--- src/rtl/serial_alu_nbit.sv ---
// Digit-serial N-bit ALU (AND/OR/ADD/SLT) with start/busy/done handshake.
// Define SERIAL_ALU_SLT_EN to enable op 3 (SLT); otherwise op 3 returns zero.
module serial_alu_nbit #(
  parameter int WIDTH = 32,
  parameter int DIGIT = 4
) (
  input  logic             clk,
  input  logic             rst,
  input  logic             start,
  input  logic [WIDTH-1:0] in1,
  input  logic [WIDTH-1:0] in2,
  input  logic             carryIn,
  input  logic             ainvert,
  input  logic             binvert,
  input  logic [1:0]       op,
  output logic             busy,
  output logic             done,
  output logic [WIDTH-1:0] result,
  output logic             carryOut,
  output logic             overflow,
  output logic             zero
);

  localparam int K  = WIDTH / DIGIT;
  localparam int CW = $clog2(K + 1);

  localparam logic [1:0] S_IDLE = 2'd0;
  localparam logic [1:0] S_RUN  = 2'd1;
  localparam logic [1:0] S_DONE = 2'd2;

  logic [1:0]       state;
  logic [WIDTH-1:0] a_sr, b_sr, acc;
  logic [1:0]       op_r;
  logic             carry, c_msb, c_out;
  logic [CW-1:0]    cnt;

  logic [DIGIT-1:0] a_d, b_d, d_res;
  logic [DIGIT:0]   chain;
  logic [WIDTH-1:0] fin_res;
  logic             fin_co, fin_ov;

  // One digit slice: bitwise logic or a ripple add fed by the running carry.
  // NOTE: every always_comb output gets a default first so no latch is inferred.
  always_comb begin
    a_d      = a_sr[DIGIT-1:0];
    b_d      = b_sr[DIGIT-1:0];
    chain    = '0;
    chain[0] = carry;
    d_res    = '0;
    for (int i = 0; i < DIGIT; i++) begin
      chain[i+1] = (a_d[i] & b_d[i]) | (chain[i] & (a_d[i] ^ b_d[i]));
    end
    case (op_r)
      2'd0:    d_res = a_d & b_d;
      2'd1:    d_res = a_d | b_d;
      default: d_res = a_d ^ b_d ^ chain[DIGIT-1:0];
    endcase
  end

  // Final result and flags, formed from the assembled accumulator.
  always_comb begin
    fin_res = acc;
    fin_co  = 1'b0;
    fin_ov  = 1'b0;
    case (op_r)
      2'd2: begin
        fin_co = c_out;
        fin_ov = c_msb ^ c_out;
      end
      2'd3: begin
`ifdef SERIAL_ALU_SLT_EN
        fin_co  = c_out;
        fin_ov  = c_msb ^ c_out;
        fin_res = {{(WIDTH-1){1'b0}}, acc[WIDTH-1] ^ (c_msb ^ c_out)};
`else
        fin_res = '0;
`endif
      end
      default: ;
    endcase
  end

  // NOTE: sequential state uses non-blocking assignments so all registers update together.
  always_ff @(posedge clk or posedge rst) begin
    if (rst) begin
      state    <= S_IDLE;
      a_sr     <= '0;
      b_sr     <= '0;
      acc      <= '0;
      op_r     <= '0;
      carry    <= 1'b0;
      c_msb    <= 1'b0;
      c_out    <= 1'b0;
      cnt      <= '0;
      busy     <= 1'b0;
      done     <= 1'b0;
      result   <= '0;
      carryOut <= 1'b0;
      overflow <= 1'b0;
      zero     <= 1'b0;
    end else begin
      case (state)
        S_IDLE, S_DONE: begin
          done <= 1'b0;
          if (start) begin
            a_sr  <= ainvert ? ~in1 : in1;
            b_sr  <= binvert ? ~in2 : in2;
            carry <= carryIn;
            op_r  <= op;
            acc   <= '0;
            cnt   <= '0;
            busy  <= 1'b1;
            state <= S_RUN;
          end else begin
            busy  <= 1'b0;
            state <= S_IDLE;
          end
        end
        S_RUN: begin
          if (cnt == CW'(K)) begin
            result   <= fin_res;
            carryOut <= fin_co;
            overflow <= fin_ov;
            zero     <= (fin_res == '0);
            done     <= 1'b1;
            busy     <= 1'b0;
            state    <= S_DONE;
          end else begin
            acc  <= WIDTH'({d_res, acc} >> DIGIT);
            a_sr <= a_sr >> DIGIT;
            b_sr <= b_sr >> DIGIT;
            if (op_r[1]) carry <= chain[DIGIT];
            if (cnt == CW'(K - 1)) begin
              c_msb <= chain[DIGIT-1];
              c_out <= chain[DIGIT];
            end
            cnt <= cnt + 1'b1;
          end
        end
        default: state <= S_IDLE;
      endcase
    end
  end

endmodule

--- config.mk ---
export PLATFORM = sky130hd
export DESIGN_NAME = serial_alu_nbit
export DESIGN_NICKNAME = d
export VERILOG_FILES = /design/src/rtl/serial_alu_nbit.sv
export SDC_FILE = /design/constraint.sdc
export NUM_CORES = 1
export LEC_CHECK = 0
export BUFFER_PORTS_ARGS = -buffer_cell sky130_fd_sc_hd__buf_2
export CORE_ASPECT_RATIO = 0.7
export CORE_UTILIZATION = 40
export CTS_CLUSTER_SIZE = 12
export DETAILED_ROUTE_END_ITERATION = 16
export PLACE_DENSITY_LB_ADDON = 0.08
export SYNTH_ARGS = -nofsm -noshare
export SYNTH_HDL_FRONTEND = slang
export SYNTH_SLANG_ARGS = --single-unit
--- constraint.sdc ---
create_clock -name clk -period 5.8 [get_ports clk]
set_input_delay 0.87 -clock clk [delete_from_list [all_inputs] [get_ports clk]]
set_output_delay 0.87 -clock clk [all_outputs]
set_load 0.005 [all_outputs]
==> metrics.md <==
| Metric | Value |
|---|---|
| Critical path required time | `6050 ps` |
| Largest net degree at the start of global routing | `122` |
| DRC | `0` |
| Top cell type's share of synthesized area | `0.5119` |
| Crit path to | `acc[19]` |
| Yosys top cell by area | `dfrtp_1` |
| Yosys reg bits | `144` |
| Die height | `~110 um` |
| Vias | `5422` |
| Final hold violations | `0` |
| Post-synth ARST share | `1.000` |
| Clock Tree Root | `clkbuf_16` |
| Combinational family with the most area after synthesis | `simple AND/OR/NAND/NOR gates` |
| H-tree depth | `4` |
| Status | `complete, no violations` |
| Final setup vio count | `0` |
| Hold-fix buffers, CTS | `0` |
| Simple-gate share of the synthesized area | `0.1898` |
| Max FO, Critical Path | `around 120` |
| DIE WIDTH | `160.6 um` |
| Reg2Reg Setup Slack | `around 2900 ps` |
| Hold WC Path Type | `reg -> reg` |
| Share of cells above drive strength 1 | `0.1712` |
| Setup WS post-layout | `roughly 2900 ps` |
| Layout Skew | `8.392 ps` |
| Critical Path Start Type | `flip-flop` |
| Post-Syn Area | `7039 um2` |
| Core ar. | `roughly 17000 um2` |
| Sum Neg Setup Slack | `0 ps` |
| Layout Cells excl Fill | `1113` |
| Filler cell count in the final layout | `1642` |
| Slew HR | `0.2401` |
| Routed WL per cell | `14.12 um` |
| PD cells | `517.4 nW/um2` |
| Mapped Cells | `799` |
| CP arrival | `around 3200 ps` |
| HPWL after detailed placement | `between 10000 and 15000 um` |
| Slew at the pin closest to its max-slew limit | `1137 ps` |
| DR iter-0 viols | `373` |
| Cells after DPL | `1082` |
| Synth Flop Type | `dfrtp_1` |
| Total congestion overflow | `0` |
| Worst-path clk slew | `60 ps` |
| Largest cells by area after synthesis | `dfrtp_1 (51%), nand2_1 (11%), xnor2_1 (8.0%)` |
| GPL Wtd Cong | `0.7649` |
| Dpl ws | `around 2800 ps` |
| Hold Crit Depth | `2` |
| Synth top cells by count | `nand2_1 (208), dfrtp_1 (144), o21ai_0 (84)` |
| First-pass GRT wire length | `around 26000 um` |
| # IOs | `109` |
| Number of diodes | `0` |
| Clock latency on the worst-skew pair | `420 ps` |
| Synth Area in Adders | `0.02915` |
| Pre-antenna DRT Iters | `5` |
| Yosys warns | `0` |
| Overall global routing resource usage | `0.1861` |
| Overall Power | `4.253 mW` |
| IO Port Bufs | `~110` |
| Fmax | `340.2 MHz` |
| Post-synth EDFFs | `0` |
| PostCTS Resize Cnt | `0` |
| Starting Density | `0.4101` |
| Initial antenna violation count | `0` |
| Most common cell in the synthesized netlist | `nand2_1` |
| Synth-to-layout area growth | `16.76%` |
| Leak | `a little under 4 nW` |
| Mapped Nets | `885` |
| Compound-cell area share of the yosys netlist | `0.1241` |
| Reg2reg end | `acc[19]` |
| CP Capture Type | `flip-flop` |
| Netlist cell types | `36` |
| Max clock buf depth | `2` |
| RSZ-0062 raised after global routing | `no` |
| Clk sinks | `144` |
| Post-synthesis mux area share | `0.007288` |
| Vias in the first global route | `roughly 5200` |
| Final nets | `956` |
| FF-to-FF Start | `state[1]` |
| Worst R2R Path Depth | `4` |
| # rows | `40` |
| Final antenna-violating net count | `0` |
| Fin util | `0.4788` |
| Die ar. | `approximately 18000 um2` |
| Mean Syn Cell Area | `8.810 um2` |
| Max_cap viols | `0` |
| CTS Buf Count | `17` |
| XOR/XNOR Fraction of Synth Area | `0.08212` |
| Vias per cell | `4.872` |
| Minimum clock period | `2939 ps` |
| Final period utilization | `0.5067` |
| Critical path type | `reg -> reg` |
| CP startpoint | `state[1]` |
| Post-synthesis sequential area ratio | `0.5119` |
| VDD IR-drop max | `between 0.0002 and 0.0003 V` |
| Routed wire length | `15720 um` |
| CTS tree | `built` |
| Fin. max-slew vios | `0` |
| Post-CTS Setup Bufs | `0` |
[state kept, by name (all words and copies together) (netlist names), 2 cells and up]
signal and cells:
state 2, a_sr 32, b_sr 32, op_r 2
acc 32, cnt 4, result 32
[cell type report]
class	instances	area, um2	area share
multi-input cells	576	3058	0.3721
repair buffers	112	570.5	0.06942
well taps	231	289.0	0.03517
flip-flops and latches	144	3603	0.4384
clock inverters	11	162.7	0.01979
inverters	19	78.83	0.009591
clock buffers	20	456.7	0.05556
[cells in the final DEF, fill, tap and decap left out, types with 5 or more instances in the layout]
cell,n
clkbuf_16,17
a21oi_1,62
nor2_1,58
xnor2_1,64
inv_1,17
o21ai_0,84
nand3_1,32
nor4_1,8
buf_2,108
nand2b_1,5
ha_1,10
dfrtp_1,144
o22ai_1,8
nand2_1,208
[routing by layer]
metal / up-vias / track usage / part of all wire
met5: - / 0 / 0
li1: 2746 / - / -
met4: 0 / 0.05651 / 0.010
met3: 12 / 0.04582 / 0.042
met2: 107 / 0.2612 / 0.42
met1: 2557 / 0.2805 / 0.53
[worst max-delay path, cell delays in order, from the launching register on]
cell     delay [ps]
dfrtp_1         380
and2b_4         240
buf_4           800
and2_2         1060
o21ai_0         240
[worst min path at each step]
stage / end / slack [ps] / start
after floorplan: a_sr[10] / 450 / a_sr[10]
after global placement: result[10] / 450 / result[10]
after detailed placement: result[17] / 450 / result[17]
after CTS: result[6] / 460 / result[6]
after global routing: result[13] / 480 / result[13]
final: result[2] / 460 / result[2]
[logic make-up (layout without fill, tap and decap cells)]
logic type      after synthesis  count (layout)
simple gates                324             324
mux                           5               5
xor+xnor                     66              66
buf+inv                      79             162
flops                       144             144
fa+ha+maj                    14              14
compound gates              167             167
[report_power, final]
group | leakage, nW | internal [mW] | switching, mW
logic | 1.67 | 0.514 | 0.881
clock network | 0.298 | 0.736 | 0.415
registers | 1.89 | 1.40 | 0.306
total | 3.86 | 2.65 | 1.60
[per-stage QoR]
stage	hold WS (ps)	cell area (um2)
after floorplan	450.2	7039
after global placement	449.5	7600
after detailed placement	450.3	7600
after CTS	463.6	8219
after global routing	477.1	8219
final	457.7	8219
(Power assumes the default switching activity.)
